<file path="config.mk">
export PLATFORM = sky130hd
export DESIGN_NAME = alu_deframer
export DESIGN_NICKNAME = d
export VERILOG_FILES = /design/src/rtl/alu_frame_pkg.sv /design/src/rtl/alu_deframer_lq.sv /design/src/rtl/alu_deframer.sv
export SDC_FILE = /design/constraint.sdc
export NUM_CORES = 1
export LEC_CHECK = 0
export ABC_CLOCK_PERIOD_IN_PS = 4130
export CAP_MARGIN = 20
export CORE_UTILIZATION = 45
export CTS_CLUSTER_DIAMETER = 80
export CTS_CLUSTER_SIZE = 28
export DETAILED_ROUTE_END_ITERATION = 12
export SYNTH_ARGS = -nofsm -noshare
export SYNTH_HDL_FRONTEND = slang
export SYNTH_SLANG_ARGS = --single-unit
</file>
<file path="constraint.sdc">
create_clock -name clk -period 4.13 [get_ports clk]
set_input_delay 0.6195 -clock clk [delete_from_list [all_inputs] [get_ports clk]]
set_output_delay 0.6195 -clock clk [all_outputs]
set_load 0.005 [all_outputs]
</file>
<file path="src/rtl/alu_frame_pkg.sv">
// Shared definitions for the ALU framed stream (framer and deframer sides).
package alu_frame_pkg;

    localparam int DATA_W        = 32;
    localparam int LEN_W         = 5;
    localparam int MAX_FRAME_LEN = (1 << LEN_W) - 1;

    typedef logic [LEN_W-1:0] frame_len_t;

    typedef enum logic {
        IDLE,
        SEND
    } rd_state_t;

endpackage

</file>
<file path="src/rtl/alu_deframer_lq.sv">
// Committed-frame length queue: small synchronous FIFO with a combinational head.
module alu_deframer_lq #(
    parameter int W     = alu_frame_pkg::LEN_W,
    parameter int DEPTH = 4
) (
    input  logic         clk,
    input  logic         rst_n,
    input  logic         push,
    input  logic [W-1:0] push_len,
    input  logic         pop,
    output logic         empty,
    output logic         full,
    output logic [W-1:0] head
);

    localparam int AW = $clog2(DEPTH);

    logic [W-1:0] mem [DEPTH];
    logic [AW:0]  wp, rp;

    assign empty = (wp == rp);
    assign full  = ((wp - rp) == (AW+1)'(DEPTH));
    assign head  = mem[rp[AW-1:0]];

    always_ff @(posedge clk or negedge rst_n) begin
        if (!rst_n) begin
            wp <= '0;
            rp <= '0;
        end else begin
            if (push && !full) wp <= wp + (AW+1)'(1);
            if (pop && !empty) rp <= rp + (AW+1)'(1);
        end
    end

    always_ff @(posedge clk) begin
        if (push && !full) mem[wp[AW-1:0]] <= push_len;
    end

endmodule

</file>
<file path="src/rtl/alu_deframer.sv">
// Receive side of the ALU framed stream: stores whole frames speculatively,
// commits or rewinds at frame end, and replays committed frames over valid/ready.
module alu_deframer #(
    parameter int DATA_W   = alu_frame_pkg::DATA_W,
    parameter int LEN_W    = alu_frame_pkg::LEN_W,
    parameter int DEPTH    = 32,
    parameter int LQ_DEPTH = 4
) (
    input  logic              clk,
    input  logic              rst_n,
    input  logic              frame,
    input  logic [DATA_W-1:0] frame_data,
    output logic              out_valid,
    input  logic              out_ready,
    output logic [DATA_W-1:0] out_data,
    output logic              out_sof,
    output logic              out_eof,
    output logic [LEN_W-1:0]  out_len,
    output logic              drop_pulse,
    output logic [7:0]        drop_cnt
);

    import alu_frame_pkg::*;

    localparam int AW = $clog2(DEPTH);
    localparam int PW = AW + 1;
    localparam logic [LEN_W-1:0] MAX_LEN = {LEN_W{1'b1}};

    logic              frame_r;
    logic [DATA_W-1:0] data_r;
    logic              armed, active, bad;
    logic [PW-1:0]     spec_wptr, wptr, rptr;
    logic [LEN_W-1:0]  cur_len, count;
    logic [DATA_W-1:0] mem [DEPTH];

    logic fifo_full, word_in, frame_end, frame_good, wr_en;
    logic lq_push, lq_pop, lq_empty, lq_full;
    logic [LEN_W-1:0] lq_head;

    rd_state_t state, state_nxt;

    // Arming looks at the raw input: frame_r resets to 0 and would otherwise
    // arm immediately, letting a frame in progress at reset release through.
    always_ff @(posedge clk or negedge rst_n) begin
        if (!rst_n) begin
            frame_r <= 1'b0;
            data_r  <= '0;
            armed   <= 1'b0;
        end else begin
            frame_r <= frame;
            data_r  <= frame_data;
            armed   <= armed | ~frame;
        end
    end

    assign fifo_full  = ((spec_wptr - rptr) == PW'(DEPTH));
    assign word_in    = armed && frame_r;
    assign frame_end  = active && !frame_r;
    assign frame_good = !bad && !lq_full;
    assign wr_en      = word_in && !bad && !fifo_full && (cur_len != MAX_LEN);
    assign lq_push    = frame_end && frame_good;

    always_ff @(posedge clk or negedge rst_n) begin
        if (!rst_n) begin
            active     <= 1'b0;
            bad        <= 1'b0;
            cur_len    <= '0;
            spec_wptr  <= '0;
            wptr       <= '0;
            drop_pulse <= 1'b0;
            drop_cnt   <= '0;
        end else begin
            drop_pulse <= 1'b0;
            if (word_in) begin
                active <= 1'b1;
                if (wr_en) begin
                    spec_wptr <= spec_wptr + PW'(1);
                    cur_len   <= cur_len + LEN_W'(1);
                end else begin
                    bad <= 1'b1;
                end
            end else if (frame_end) begin
                active  <= 1'b0;
                bad     <= 1'b0;
                cur_len <= '0;
                if (frame_good) begin
                    wptr <= spec_wptr;
                end else begin
                    spec_wptr  <= wptr;
                    drop_pulse <= 1'b1;
                    if (drop_cnt != 8'hFF) drop_cnt <= drop_cnt + 8'd1;
                end
            end
        end
    end

    always_ff @(posedge clk) begin
        if (wr_en) mem[spec_wptr[AW-1:0]] <= data_r;
    end

    alu_deframer_lq #(
        .W     (LEN_W),
        .DEPTH (LQ_DEPTH)
    ) u_lq (
        .clk      (clk),
        .rst_n    (rst_n),
        .push     (lq_push),
        .push_len (cur_len),
        .pop      (lq_pop),
        .empty    (lq_empty),
        .full     (lq_full),
        .head     (lq_head)
    );

    always_ff @(posedge clk or negedge rst_n) begin
        if (!rst_n) state <= IDLE;
        else        state <= state_nxt;
    end

    always_comb begin
        state_nxt = state;
        lq_pop    = 1'b0;
        out_valid = 1'b0;
        out_data  = '0;
        out_sof   = 1'b0;
        out_eof   = 1'b0;
        case (state)
            IDLE: if (!lq_empty) state_nxt = SEND;
            SEND: begin
                out_valid = 1'b1;
                out_data  = mem[rptr[AW-1:0]];
                out_sof   = (count == '0);
                out_eof   = (count == out_len - LEN_W'(1));
                if (out_ready && out_eof) begin
                    lq_pop    = 1'b1;
                    state_nxt = IDLE;
                end
            end
            default: state_nxt = IDLE;
        endcase
    end

    always_ff @(posedge clk or negedge rst_n) begin
        if (!rst_n) begin
            rptr    <= '0;
            count   <= '0;
            out_len <= '0;
        end else begin
            if (state == IDLE && !lq_empty) out_len <= lq_head;
            if (out_valid && out_ready) begin
                rptr  <= rptr + PW'(1);
                count <= out_eof ? '0 : count + LEN_W'(1);
            end
        end
    end

endmodule

</file>
**After elaboration in Yosys (flattened, before gate mapping)**

Memory sizes are Yosys's and may differ from the RTL's. A register that Yosys moved wholly into a read port is not among the register bits.
Index checks and enable logic that the tools add are counted.

- $add $sub $neg: 10
- Equal/unequal tests: 8
- Muxes and demuxes: 28
- Bitwise gates (word level): 5
- Reductions and logical operators: 24

Operators with widths:

| cell | count |
|---|---|
| $mux W32 | 1 |
| $mux W6 | 4 |
| $mux W5 | 4 |
| $mux W1 | 18 |
| $add A6 B1 Y6 const B | 2 |
| $logic_and A1 B1 Y1 | 12 |
| $add A5 B1 Y5 const B | 2 |
| $add A8 B1 Y8 const B | 1 |
| $ne A8 B8 Y1 const B | 1 |
| $add A3 B1 Y3 const B | 2 |
| $eq A6 B6 Y1 const B | 1 |
| $logic_not A1 Y1 | 6 |
| $reduce_and A2 Y1 | 3 |
| $sub A6 B6 Y6 | 1 |
| $eq A5 B5 Y1 | 1 |
| $logic_not A5 Y1 | 1 |
| $ne A5 B5 Y1 const B | 1 |
| $sub A5 B1 Y5 const B | 1 |
| $not A1 Y1 | 4 |
| $reduce_and A4 Y1 | 1 |
| $eq A3 B3 Y1 | 1 |
| $eq A3 B3 Y1 const B | 1 |
| $sub A3 B3 Y3 | 1 |
| $ne A2 B1 Y1 const B | 1 |
| 4 further kinds | 4 |

- Register bits after elaboration: 80
- Bits in writable memories: 1,044
- Bits of input ports: 36
- Output and inout port bits: 49
- Logic and storage cells: 92
- Memories kept: 2

Memories:

| memory | depth | bits a word | rd ports | clocked after Yosys merged registers in | wr ports | RTL line | text |
|---|---|---|---|---|---|---|---|
| mem | 32 | 32 | 1 | 0 | 1 | alu_deframer.sv:34 | `logic [DATA_W-1:0] mem [DEPTH];` |
| u_lq.mem | 4 | 5 | 1 | 1 | 1 | alu_deframer_lq.sv:18 | `logic [W-1:0] mem [DEPTH];` |

**Depth between registers and ports, before layout**

Gate-level depths: netlist (run 1).

- Depth in word-level cells: 8
- Mapped depth: 13
- Mapped depth without buffers: 7

**Cells and area by module**

A second synthesis (run 1) with hierarchy kept.

- Cell total of the unflattened synthesis: 1,910
- Area, all modules: 43,634.3 um^2

Modules (own cells, without submodules):

| module | times used | cells each | area each (um^2) |
|---|---|---|---|
| alu_deframer | 1 | 1,848 | 42,510.8 |
| alu_deframer_lq | 1 | 62 | 1,123.6 |

**Worst setup path before layout (run 1)**

No wires, ideal clock.

- Path type: reg2reg
- Start point: register rptr[2]
- End point: memory mem[12][0] (enable)
- Library setup time: 421 ps
- Arrival: 3,580 ps
- Data required time: 3,709 ps
- Path slack: 129 ps
- Stages on the path, launching flop included: 10
- Cell sequence: dfrtp_1 > buf_4 > inv_2 > buf_1 > ha_1 > o211ai_1 > o41ai_1 > nand4_1 > nand3_1 > nor2_1

- Word-level cells in the longest chain between the ends: 7

Ends and longest elaborated chain:

| what | RTL line | text |
|---|---|---|
| start: declaration | alu_deframer.sv:32 | `logic [PW-1:0] spec_wptr, wptr, rptr;` |
| start signal: assignment | alu_deframer.sv:151 | `rptr <= rptr + PW'(1);` |
| $sub A6 B6 Y6 | alu_deframer.sv:56 | `assign fifo_full = ((spec_wptr - rptr) == PW'(DEPTH));` |
| $eq A6 B6 Y1 | alu_deframer.sv:56 |  |
| $logic_not A1 Y1 | alu_deframer.sv:60 | `assign wr_en = word_in && !bad && !fifo_full && (cur_len != MAX_LEN);` |
| $logic_and A1 B1 Y1 (2 in a row) | alu_deframer.sv:60 |  |
| $mux W1 | alu_deframer.sv:98 | `if (wr_en) mem[spec_wptr[AW-1:0]] <= data_r;` |
| $mux W1 (implied by the code) | alu_deframer.sv:98 |  |
| end: declaration | alu_deframer.sv:34 |  |

Every way passes these cells.

**Worst setup path after layout (run 1)**

- Start point: register rptr[2]
- End point: output port out_data[2]

- Word-level cells in the longest chain between the ends: 2

Ends and longest elaborated chain:

| what | RTL line | text |
|---|---|---|
| $mem_v2 Z32 W32 | -- |  |
| $mux W32 | alu_deframer.sv:127 | `case (state)` |
| end: declaration | alu_deframer.sv:15 | `output logic [DATA_W-1:0] out_data,` |

Every way passes these cells.

==> results of run 1 <==
-- layout make-up --
cell class | instances | area (um^2)
fillers | 7575 | 46900
flip-flops and latches | 1129 | 33500
multi-input cells | 807 | 9780
repair buffers | 205 | 2130
well taps | 1265 | 1580
clock buffers | 65 | 1300
clock inverters | 16 | 189
inverters | 19 | 72.6
-- worst max-delay path: stages, from the launching register on --
cell and delay (ns):
sky130_fd_sc_hd__dfrtp_4 0.60, sky130_fd_sc_hd__buf_4 0.25, sky130_fd_sc_hd__nand2_1 0.16, sky130_fd_sc_hd__buf_12 0.25
sky130_fd_sc_hd__o22a_1 0.19, sky130_fd_sc_hd__o21ai_0 0.28, sky130_fd_sc_hd__a221oi_1 0.48, sky130_fd_sc_hd__clkdlybuf4s50_1 0.58
-- registers in the layout, indices dropped and copies added, names as in the netlist, 3 cells and up --
name       count
count          5
cur_len        5
data_r        32
drop_cnt       8
mem         1024
out_len        5
rptr           6
spec_wptr      6
u_lq.mem      20
u_lq.rp        3
u_lq.wp        3
wptr           6
-- path summary, 6_finish.rpt --
path / depth (start not counted) / endpoint / slack [ns] / startpoint
max in group asynchronous: 2 / data_r[24] / 3.19 / rst_n
worst min-delay path: 1 / data_r[19] / 0.02 / rst_n
worst max-delay path: 7 / out_data[2] / 0.08 / rptr[2]
worst min register to register: 1 / drop_cnt[4] / 0.50 / drop_cnt[4]
min in group clk: 1 / data_r[20] / 0.37 / frame_data[20]
worst max register to register: 10 / mem[7][9] / 0.65 / rptr[0]
-- logic make-up (layout without fill, tap and decap cells) --
| logic type | after synthesis | count (layout) | synth area share, % |
|---|---|---|---|
| xor+xnor | 26 | 26 | 0.588 |
| flops | 1129 | 1129 | 76.8 |
| buf+inv | 124 | 305 | 1.52 |
| compound gates | 178 | 178 | 3.08 |
| simple gates | 268 | 268 | 2.83 |
| mux | 312 | 312 | 14.5 |
| fa+ha+maj | 23 | 23 | 0.660 |
-- power breakdown --
group | total, uW | internal, uW | switching [uW]
combinational | 10100 | 4930 | 5190
sequential | 13200 | 12800 | 461
clock | 5860 | 2360 | 3490
total | 29200 | 20100 | 9150
-- synth_stat cells (all sizes together), types with 2 or more instances --
| library cell | n |
|---|---|
| buf | 69 |
| a221o | 4 |
| o22a | 28 |
| or3 | 2 |
| nor2 | 50 |
| xor2 | 10 |
| a221oi | 31 |
| mux2 | 22 |
| nand4 | 7 |
| nor2b | 8 |
| xnor2 | 15 |
| nor4 | 5 |
| o21ai | 40 |
| o221ai | 29 |
| and4 | 5 |
| a2111oi | 5 |
| and2 | 9 |
| o22ai | 9 |
| a21o | 2 |
| o2bb2ai | 2 |
| o21a | 2 |
| mux4 | 253 |
| nor3 | 8 |
| inv | 19 |
| ha | 23 |
| a32oi | 2 |
| mux2i | 37 |
| clkbuf | 36 |
| nand2 | 130 |
| nand2b | 10 |
| a211oi | 3 |
| a31oi | 6 |
| dfrtp | 85 |
| o211ai | 2 |
| a21oi | 11 |
| and3 | 5 |
| edfxtp | 1044 |
| nand3 | 25 |
-- metrics by stage --
stage	power [uW]	hold slack [ns]	setup WS [ns]	util (%)
CTS	29300	0.0540	0.00434	50.6
finish	29200	0.0222	0.0772	50.9
global route	30400	0.106	0.00157	50.9
detailed placement	23300	0.483	0.331	48.9
floorplan	19400	0.324	0.129	-
global placement	23300	0.475	0.365	48.9
-- metal layers --
metal	vias up	wire length (um)	part of all wire [%]
li1	8795	-	-
met1	11600	45500	42
met5	-	0	0
met3	124	8020	7.4
met4	0	2590	2.4
met2	844	52800	48
-- what timing repair did --
item / CTS / global route
pin swaps: 2 / 1
gates cloned: 0 / 1
resized for setup: 12 / 6
buffers inserted: 5 / 8
hold buffers: 0 / 0
setup endpoints to repair: 27 / 17
==> results.txt, run 1 <==
----------------------------------------------------
[Status]
  Status ... completed

[Timing]
  Maximum frequency from static timing analysis ... 0.247 GHz
  Final Hold Fails ... 0
  Shortest clock period the worst path allows after layout ... 4.05 ns
  Count of pins over their slew limit ... 0
  Slew margin rel. ... 25.9%
  Portion of the clock cycle consumed by the worst path in the final layout ... 98.1%
  Final setup viols ... 0
  Transition time at the pin with the least slew margin ... 1.11 ns
  Worst Skew ... 0.0498 ns
  Final total negative setup slack ... 0 ns
  RSZ-0062 raised after global routing ... false

[Placement]
  Placed Cells ... 3404
  Dpl hpwl ... 63.5 mm
  Post-DP Area ... 46700 um^2
  Buffers added on ports ... 84
  RD Place Congestion ... 0.791

[Flow run]
  # Max-Cap Violations ... 0

[Final layout]
  Fraction of layout instances using a drive strength above 1 ... 23.2%
  Most common cell after layout, fill and taps aside ... sky130_fd_sc_hd__edfxtp_1
  Synthesis-to-layout area growth ... 11.4%
  Post-route cell area ... 48500 um^2
  Leading cell types in the layout, fill and taps excluded ... sky130_fd_sc_hd__edfxtp_1, sky130_fd_sc_hd__mux4_2, sky130_fd_sc_hd__nand2_1
  Number of standard cells in the layout, taps in and fillers out ... 3506
  Layout Nets ... 2270
  Ant. Diodes ... 0

[Setup path]
  Worst setup path class ... flop to output port
  Critical path peak fanout ... 25
  Critical path launch point type ... flop
  Worst endpoint data arrival time ... 3.43 ns
  Required arrival time at the worst endpoint ... 3.51 ns
  Capturing element type of the critical path ... output port

[Synthesis]
  Area contributors post-synth ... sky130_fd_sc_hd__edfxtp_1, sky130_fd_sc_hd__mux4_2, sky130_fd_sc_hd__dfrtp_1, sky130_fd_sc_hd__nand2_1, sky130_fd_sc_hd__mux2i_1
  Ys async rst share ... 7.53%
  Area fraction of the dominant cell type after synthesis ... 71.9%
  Syn_nets ... 2119
  Number of synthesis warnings ... 0
  Number of distinct standard cells referenced by the synthesized netlist ... 62
  Leading area contributor after synthesis ... sky130_fd_sc_hd__edfxtp_1
  Area of the mapped netlist ... 43600 um^2
  Per-instance average area after synthesis ... 21.2 um^2
  Fraction of the yosys area taken by sequential cells ... 76.8%
  Number of enable-type register cells in the synthesized netlist ... 1044
  Cell count after synthesis ... 2060
  Yosys reg bits ... 1129
  Predominant post-synthesis flop cell ... sky130_fd_sc_hd__edfxtp_1

[Pwr]
  Largest voltage drop on the vdd net ... 438 uV
  Lkg Pwr ... 0.0154 uW
  Power Density ... 602 nW/um^2

[Clock tree]
  Clk buf depth ... 3
  Latest clock arrival within the worst-skew pair ... 0.68 ns
  Clock tree sinks ... 1129
  Clock Pin Slew Worst Setup and Hold Paths ... 0.10 ns
  TritonCTS clock tree ... done
  Number of H-tree levels ... 2
  Total clock buffers created by CTS ... 49
  Master cell of the clock root buffer ... sky130_fd_sc_hd__clkbuf_16

[Floorplan]
  Area of the die ... 98100 um^2
  Core outline area ... 95400 um^2
  Chip Width ... 313 um
  Initial standard-cell utilization of the core ... 45.7%
  Chip height ... 313 um
  Number of core rows ... 113
  Boundary pin count ... 85

[Route]
  Detailed-route via count ... 21.4k
  DR vias/cell ... 6.09
  Drt total wl ... 109 mm
  Final routed DRC violation total ... 0
  Drt first pass iters ... 8
  DRC violation total after the first TritonRoute iteration ... 2457
  Wirelength per Cell ... 31.1 um
  Final antenna-violating net count ... 0

[Global routing]
  Antenna violations before repair ... 3
  Wire length of the first global-routing pass ... 156 mm
  Via count of the first global-routing pass ... 21.8k
  Global routing met1 resource utilization ... 32.1%
  GR Layer Usage met2 ... 36.0%
  Overall fraction of global-route tracks in use ... 22.3%
  Busiest layer in global routing ... met2
  Fraction of met3 tracks used by global routing ... 3.49%
  Largest net degree at the start of global routing ... 68
  GRT Residual Overflow ... 0

[Worst hold path]
  Path class of the lowest-slack min-delay path ... primary input to asynchronous set/reset pin

----------------------------------------------------
Note: power is estimated with default switching activity, not from simulation.
==> run 2: changes to the inputs <==
CTS_CLUSTER_DIAMETER = default   (was 80)
SLEW_MARGIN = 10   (was default)
==> run 2 against run 1 <==
  * Total power increased by 14%
  * Worst hold slack gained 0.0021 ns
  * Combinational power barely moved
  * Worst setup slack improved by 0.038 ns
  * Register-to-register slack lost 0.11 ns
  * Clock skew shrank 0.0056 ns
  * First-iteration DRC count down 1.8%
  * Wire length rose by 1.2%
  * Core utilization grew 2.2 points
  * Clock power rose by 69%
  * Highest routed layer unchanged
  * Final cell count rose by 3.5%
  * Critical endpoint is now out_data[12]
  * Fmax up 0.96%
==> results.txt, run 2 (synthesis results as in run 1) <==
----------------------------------------------------
[Status]
  Status ... completed

[Pwr]
  Lkg Pwr ... 0.0164 uW
  Clk network pwr share ... 29.7%
  Net switching component of the power ... 9920 uW
  Share of total power in sequential cells ... 39.9%
  Largest voltage drop on the vdd net ... 395 uV
  Power Density ... 657 nW/um^2
  Comb power frac ... 30.4%
  Internal power ... 23400 uW
  Sw frac ... 29.8%

[Setup path]
  Reg2Reg Capture Point ... mem[31][26]
  First element of the critical path ... rptr[1]
  List of cells traversed by the critical path ... buf_4 > mux4_2 > nor2b_1 > a2111oi_2 > a21oi_1 > and4_1 > clkdlybuf4s50_1
  Critical path peak fanout ... 10
  Slowest cell delay on critical path ... 0.55 ns
  Critical-path top delay cell ... sky130_fd_sc_hd__dfrtp_4
  Critical path launch point type ... flop
  Worst setup path class ... flop to output port
  Setup slack of the most critical reg-to-reg path ... 0.54 ns
  Worst endpoint data arrival time ... 3.39 ns
  Reg2reg start ... rptr[0]
  Delay-heaviest family, CP ... buffers and inverters
  Required arrival time at the worst endpoint ... 3.51 ns
  Total number of cells along the worst setup path ... 7
  Capture point of the critical path ... out_data[12]
  Worst r2r path cells ... 10
  Buffering stage count on the worst path with inverters included ... 2
  Capturing element type of the critical path ... output port

[Placement]
  RD Place Congestion ... 0.791
  Buffers added on ports ... 84
  Setup Slack @ Placement ... 0.331 ns
  Dpl hpwl ... 63.5 mm

[Timing]
  Worst Skew ... 0.0441 ns
  Portion of the clock cycle consumed by the worst path in the final layout ... 97.2%
  Slew margin rel. ... 26.1%
  Shortest clock period the worst path allows after layout ... 4.01 ns
  Transition time at the pin with the least slew margin ... 1.11 ns
  Final Hold Fails ... 0
  Final Hold Slack ... 0.0243 ns
  Final setup viols ... 0
  Final critical-path setup slack ... 0.116 ns
  Count of pins over their slew limit ... 0
  Maximum frequency from static timing analysis ... 0.249 GHz

[Clock tree]
  Clk buf depth ... 3
  TritonCTS clock tree ... done
  Master cell of the clock root buffer ... sky130_fd_sc_hd__clkbuf_16
  Hold-fix buffers at CTS ... 0
  Total clock buffers created by CTS ... 111
  Latest clock arrival within the worst-skew pair ... 0.71 ns
  Number of H-tree levels ... 3
  Clock Pin Slew Worst Setup and Hold Paths ... 0.06 ns
  Clock tree sinks ... 1129

[Route]
  Final routed DRC violation total ... 0
  DR vias/cell ... 5.96
  Wirelength per Cell ... 30.4 um
  Drt first pass iters ... 5
  DRC violation total after the first TritonRoute iteration ... 2414
  Drt total wl ... 110 mm
  Final antenna-violating net count ... 0
  Detailed-route via count ... 21.6k

[Worst hold path]
  Path class of the lowest-slack min-delay path ... primary input to asynchronous set/reset pin

[Global routing]
  GRT Residual Overflow ... 0
  Largest net degree at the start of global routing ... 68
  Wire length of the first global-routing pass ... 158 mm
  Overall fraction of global-route tracks in use ... 22.8%
  Antenna violations before repair ... 4
  Via count of the first global-routing pass ... 22.5k

[Floorplan]
  Boundary pin count ... 85
  Area of the die ... 98100 um^2
  Core outline area ... 95400 um^2
  Chip Width ... 313 um
  Number of core rows ... 113
  Initial standard-cell utilization of the core ... 45.7%
  Chip height ... 313 um

[Final layout]
  Flip-flop count of the largest register after layout ... 1024
  Synthesis-to-layout area growth ... 16.3%
  Layout Nets ... 2329
  Ant. Diodes ... 0
  Leading cell types in the layout, fill and taps excluded ... sky130_fd_sc_hd__edfxtp_1, sky130_fd_sc_hd__mux4_2, sky130_fd_sc_hd__nand2_1
  Fraction of layout instances using a drive strength above 1 ... 26.1%
  Fillers ... 7383
  Most common cell after layout, fill and taps aside ... sky130_fd_sc_hd__edfxtp_1

[Flow run]
  # Max-Cap Violations ... 0

----------------------------------------------------
-- run 2: changes by cell type in the layout (fill, tap and decap cells not counted), sizes merged --
cell | before | now
clkbuf | 67 | 146
clkinv | 9 | 47
bufinv | 1 | 9
buf | 120 | 118
clkdlybuf4s50 | 83 | 81
clkinvlp | 1 | 3
dlymetal6s2s | 0 | 2
inv | 24 | 22
-- run 2: cell type report --
class | count | area, um^2 | share of cell area, %
inverter | 19 | 72.6 | 0.143
multi-input combinational | 807 | 9800 | 19.3
tap | 1265 | 1580 | 3.12
sequential | 1129 | 33500 | 66.1
clock inverter | 62 | 596 | 1.18
timing repair buffer | 202 | 2150 | 4.25
clock buffer | 145 | 2990 | 5.89
-- run 2: per-stage QoR --
step	power, uW	area (um^2)	util, %	TNS (ns)	cells
3_3_place_gp	23300	46700	48.9	0	3404
4_1_cts	33400	50400	52.8	0	3617
5_1_grt	34500	50700	53.1	-0.0188	3629
2_1_floorplan	19400	43600	-	0	2060
3_5_place_dp	23300	46700	48.9	0	3404
6_report	33300	50700	53.1	0	3629
-- run 2: worst register-to-register path: stages (launching register included) --
cell and delay, ns:
sky130_fd_sc_hd__dfrtp_4 0.59, sky130_fd_sc_hd__buf_6 0.23, sky130_fd_sc_hd__buf_8 0.21, sky130_fd_sc_hd__ha_1 0.19, sky130_fd_sc_hd__nand2b_1 0.07, sky130_fd_sc_hd__xnor2_1 0.13, sky130_fd_sc_hd__nand4_1 0.21, sky130_fd_sc_hd__nand3_1 0.12
sky130_fd_sc_hd__buf_4 0.24, sky130_fd_sc_hd__nor2_4 0.71, sky130_fd_sc_hd__buf_4 0.53
-- run 2: worst min path at each step --
| stage | slack (ns) | depth (start not counted) | from | end |
|---|---|---|---|---|
| 2_1_floorplan | 0.32 | 0 | rst_n | active |
| 3_3_place_gp | 0.48 | 1 | active | active |
| 3_5_place_dp | 0.48 | 1 | active | active |
| 4_1_cts | 0.04 | 1 | rst_n | data_r[19] |
| 5_1_grt | 0.09 | 1 | rst_n | data_r[19] |
| 6_report | 0.02 | 1 | rst_n | data_r[19] |
-- run 2: power groups by stage --
stage	sequential [uW]	combinational, uW	clock (uW)
floorplan	13300	6090	0
global placement	13600	9710	0
detailed placement	13600	9720	0
CTS	13300	10000	10100
global route	13300	10700	10500
finish	13300	10100	9880
-- run 2: per-layer routing --
layer	wire [um]	track usage, %	up-vias
li1	-	-	9014
met1	46000	32.3	11700
met2	53600	36.4	816
met3	7850	4.29	161
met4	2790	6.42	0
met5	0	0	-
-- run 2: what timing repair did --
item,in CTS,in global routing
gates resized for setup,12,12
endpoints found under the hold margin,0,0
gates cloned,0,1
pin swaps,1,1
endpoints found under the setup margin,30,15
setup buffers,6,4
==> run 3: changes to the inputs <==
ABC_CLOCK_PERIOD_IN_PS = 3200   (was 4130)
GPL_TIMING_DRIVEN = 0   (was default)
clock period = 3.2 ns   (was 4.13 ns; I/O delays follow)
==> run 3 against run 2 <==
  * The run now ends with negative setup slack left
  * Worst setup slack lost 0.40 ns
  * Register-to-register slack worse by 0.50 ns
  * Sequential cell count stayed put
  * Clock skew decreased by 0.011 ns
  * Combinational power grew 71%
  * Critical endpoint unchanged
  * Largest cell class unchanged
==> results.txt, run 3 (synthesis results as in run 1) <==
----------------------------------------------------
[Status]
  Status ... complete, but fails checks
  Failing checks ... negative setup slack

[Final layout]
  Number of standard cells in the layout, taps in and fillers out ... 3788
  Fraction of layout instances using a drive strength above 1 ... 35.8%
  Flip-flop count of the largest register after layout ... 1024
  Synthesis-to-layout area growth ... 24.4%
  Fillers ... 7013
  Layout Nets ... 2484
  Ant. Diodes ... 0
  Most common cell after layout, fill and taps aside ... sky130_fd_sc_hd__edfxtp_1
  Leading cell types in the layout, fill and taps excluded ... sky130_fd_sc_hd__edfxtp_1, sky130_fd_sc_hd__mux4_2, sky130_fd_sc_hd__clkbuf_16

[Clock tree]
  Clock Pin Slew Worst Setup and Hold Paths ... 0.06 ns
  Total clock buffers created by CTS ... 116
  Clock tree sinks ... 1129
  Latest clock arrival within the worst-skew pair ... 0.70 ns
  Clk buf depth ... 3
  TritonCTS clock tree ... done
  Number of H-tree levels ... 3
  Master cell of the clock root buffer ... sky130_fd_sc_hd__clkbuf_16

[Worst hold path]
  Path class of the lowest-slack min-delay path ... primary input to asynchronous set/reset pin

[Timing]
  Maximum frequency from static timing analysis ... 0.287 GHz
  Final setup viols ... 32
  Shortest clock period the worst path allows after layout ... 3.49 ns
  RSZ-0062 raised after global routing ... true
  Final Hold Fails ... 0
  Final Hold Slack ... 0.175 ns
  Transition time at the pin with the least slew margin ... 1.06 ns
  Slew margin rel. ... 29.1%
  Count of pins over their slew limit ... 0
  Portion of the clock cycle consumed by the worst path in the final layout ... 109%
  Final critical-path setup slack ... -0.287 ns
  Worst Skew ... 0.0331 ns

[Placement]
  RD Place Congestion ... 0.834
  Placed Cells ... 3443
  Dpl hpwl ... 73.0 mm
  Buffers added on ports ... 84

[Floorplan]
  Initial standard-cell utilization of the core ... 45.7%
  Number of core rows ... 113
  Chip Width ... 313 um
  Area of the die ... 98100 um^2
  Core outline area ... 95400 um^2
  Boundary pin count ... 85
  Chip height ... 313 um

[Global routing]
  Antenna violations before repair ... 1
  Largest net degree at the start of global routing ... 71
  Via count of the first global-routing pass ... 22.8k
  Wire length of the first global-routing pass ... 163 mm
  Overall fraction of global-route tracks in use ... 23.5%
  GRT Residual Overflow ... 0

[Pwr]
  Lkg Pwr ... 0.0178 uW
  Largest voltage drop on the vdd net ... 504 uV
  Clk network pwr share ... 27.8%
  Net switching component of the power ... 15200 uW
  Share of total power in sequential cells ... 35.8%
  Sw frac ... 32.0%
  Internal power ... 32200 uW
  Power Density ... 874 nW/um^2
  Comb power frac ... 36.4%

[Setup path]
  Critical path peak fanout ... 5
  Reg2reg start ... rptr[1]
  First element of the critical path ... rptr[0]
  Capturing element type of the critical path ... output port
  Worst setup path class ... flop to output port
  Critical path launch point type ... flop
  Worst endpoint data arrival time ... 3.01 ns
  Required arrival time at the worst endpoint ... 2.72 ns

[Route]
  Final antenna-violating net count ... 0
  Detailed-route via count ... 22.6k
  Wirelength per Cell ... 30.5 um
  Final routed DRC violation total ... 0
  DRC violation total after the first TritonRoute iteration ... 2720
  Drt first pass iters ... 5
  Drt total wl ... 116 mm
  DR vias/cell ... 5.95

[Flow run]
  # Max-Cap Violations ... 0

----------------------------------------------------
==> run 3: cell types whose count changed in the layout (fill, tap and decap cells not counted), sizes merged, moves of 2 or more <==
| cell | previous run | this run |
|---|---|---|
| inv | 22 | 18 |
| clkinv | 47 | 43 |
| clkbuf | 146 | 209 |
| dlygate4sd2 | 0 | 2 |
| bufinv | 9 | 7 |
| clkdlybuf4s50 | 81 | 51 |
| buf | 118 | 254 |
| dlymetal6s2s | 2 | 0 |
==> run 3: critical path, stage by stage (launching register included) <==
cell                      delay, ns
sky130_fd_sc_hd__dfrtp_2       0.45
sky130_fd_sc_hd__buf_12        0.17
sky130_fd_sc_hd__buf_16        0.15
sky130_fd_sc_hd__buf_4         0.14
sky130_fd_sc_hd__buf_8         0.13
sky130_fd_sc_hd__buf_12        0.14
sky130_fd_sc_hd__nor2b_4       0.14
sky130_fd_sc_hd__a221o_1       0.36
sky130_fd_sc_hd__a21oi_2       0.21
sky130_fd_sc_hd__and4_4        0.30
sky130_fd_sc_hd__buf_6         0.11
==> run 3: final cells by class <==
class	count	area, um^2	share of cell area, %
flip-flops and latches	1129	33500	61.7
multi-input cells	807	10800	20.0
clock buffers	165	3240	5.97
repair buffers	249	3180	5.87
well taps	1265	1580	2.92
plain buffers	103	1360	2.50
clock inverters	51	482	0.888
inverters	19	83.8	0.155
==> run 3: repair_timing <==
item | CTS | global route
gates cloned | 1 | 7
endpoints found under the setup margin | 1070 | 1069
hold endpoints to repair | 76 | 0
hold buffers | 1 | 0
gates resized for setup | 463 | 143
buffers inserted | 64 | 48
pin swaps | 68 | 32
==> run 3: per-layer routing <==
layer / up-vias / track usage, % / routed length [um]
li1: 9362 / - / -
met1: 12100 / 33.9 / 48400
met2: 952 / 37.7 / 55500
met3: 176 / 3.32 / 8520
met4: 0 / 6.97 / 3300
met5: - / 0 / 0
==> run 3: worst paths after layout <==
path / end / slack (ns) / depth (start not counted)
hold reg to reg: active / 0.50 / 1
hold / removal: data_r[21] / 0.17 / 2
max in group asynchronous: rptr[0] / 2.25 / 3
setup / recovery: out_data[12] / -0.29 / 10
setup reg to reg: mem[17][4] / 0.04 / 15
min in group clk: data_r[19] / 0.21 / 1
==> run 3: stage by stage <==
step	setup TNS [ns]	util (%)	cell area, um^2	worst slack (ns)	power (uW)
after detailed placement	-1373.96	49.2	47000	-1.54	30700
after global placement	-1948.53	48.5	46300	-2.51	30400
after CTS	-8.38	55.5	52900	-0.318	46200
final	-5.40	56.8	54200	-0.287	47400
after global routing	-10.94	56.8	54200	-0.373	49100
after floorplan	-32.22	-	43900	-0.0315	25100
==> run 3: power groups by stage <==
stage	Sequential (uW)	Combinational, uW	Clock, uW
6_report	17000	17300	13200
5_1_grt	17100	18100	13900
4_1_cts	17000	15900	13300
3_5_place_dp	17300	13300	0
3_3_place_gp	17300	13200	0
2_1_floorplan	17100	7940	0
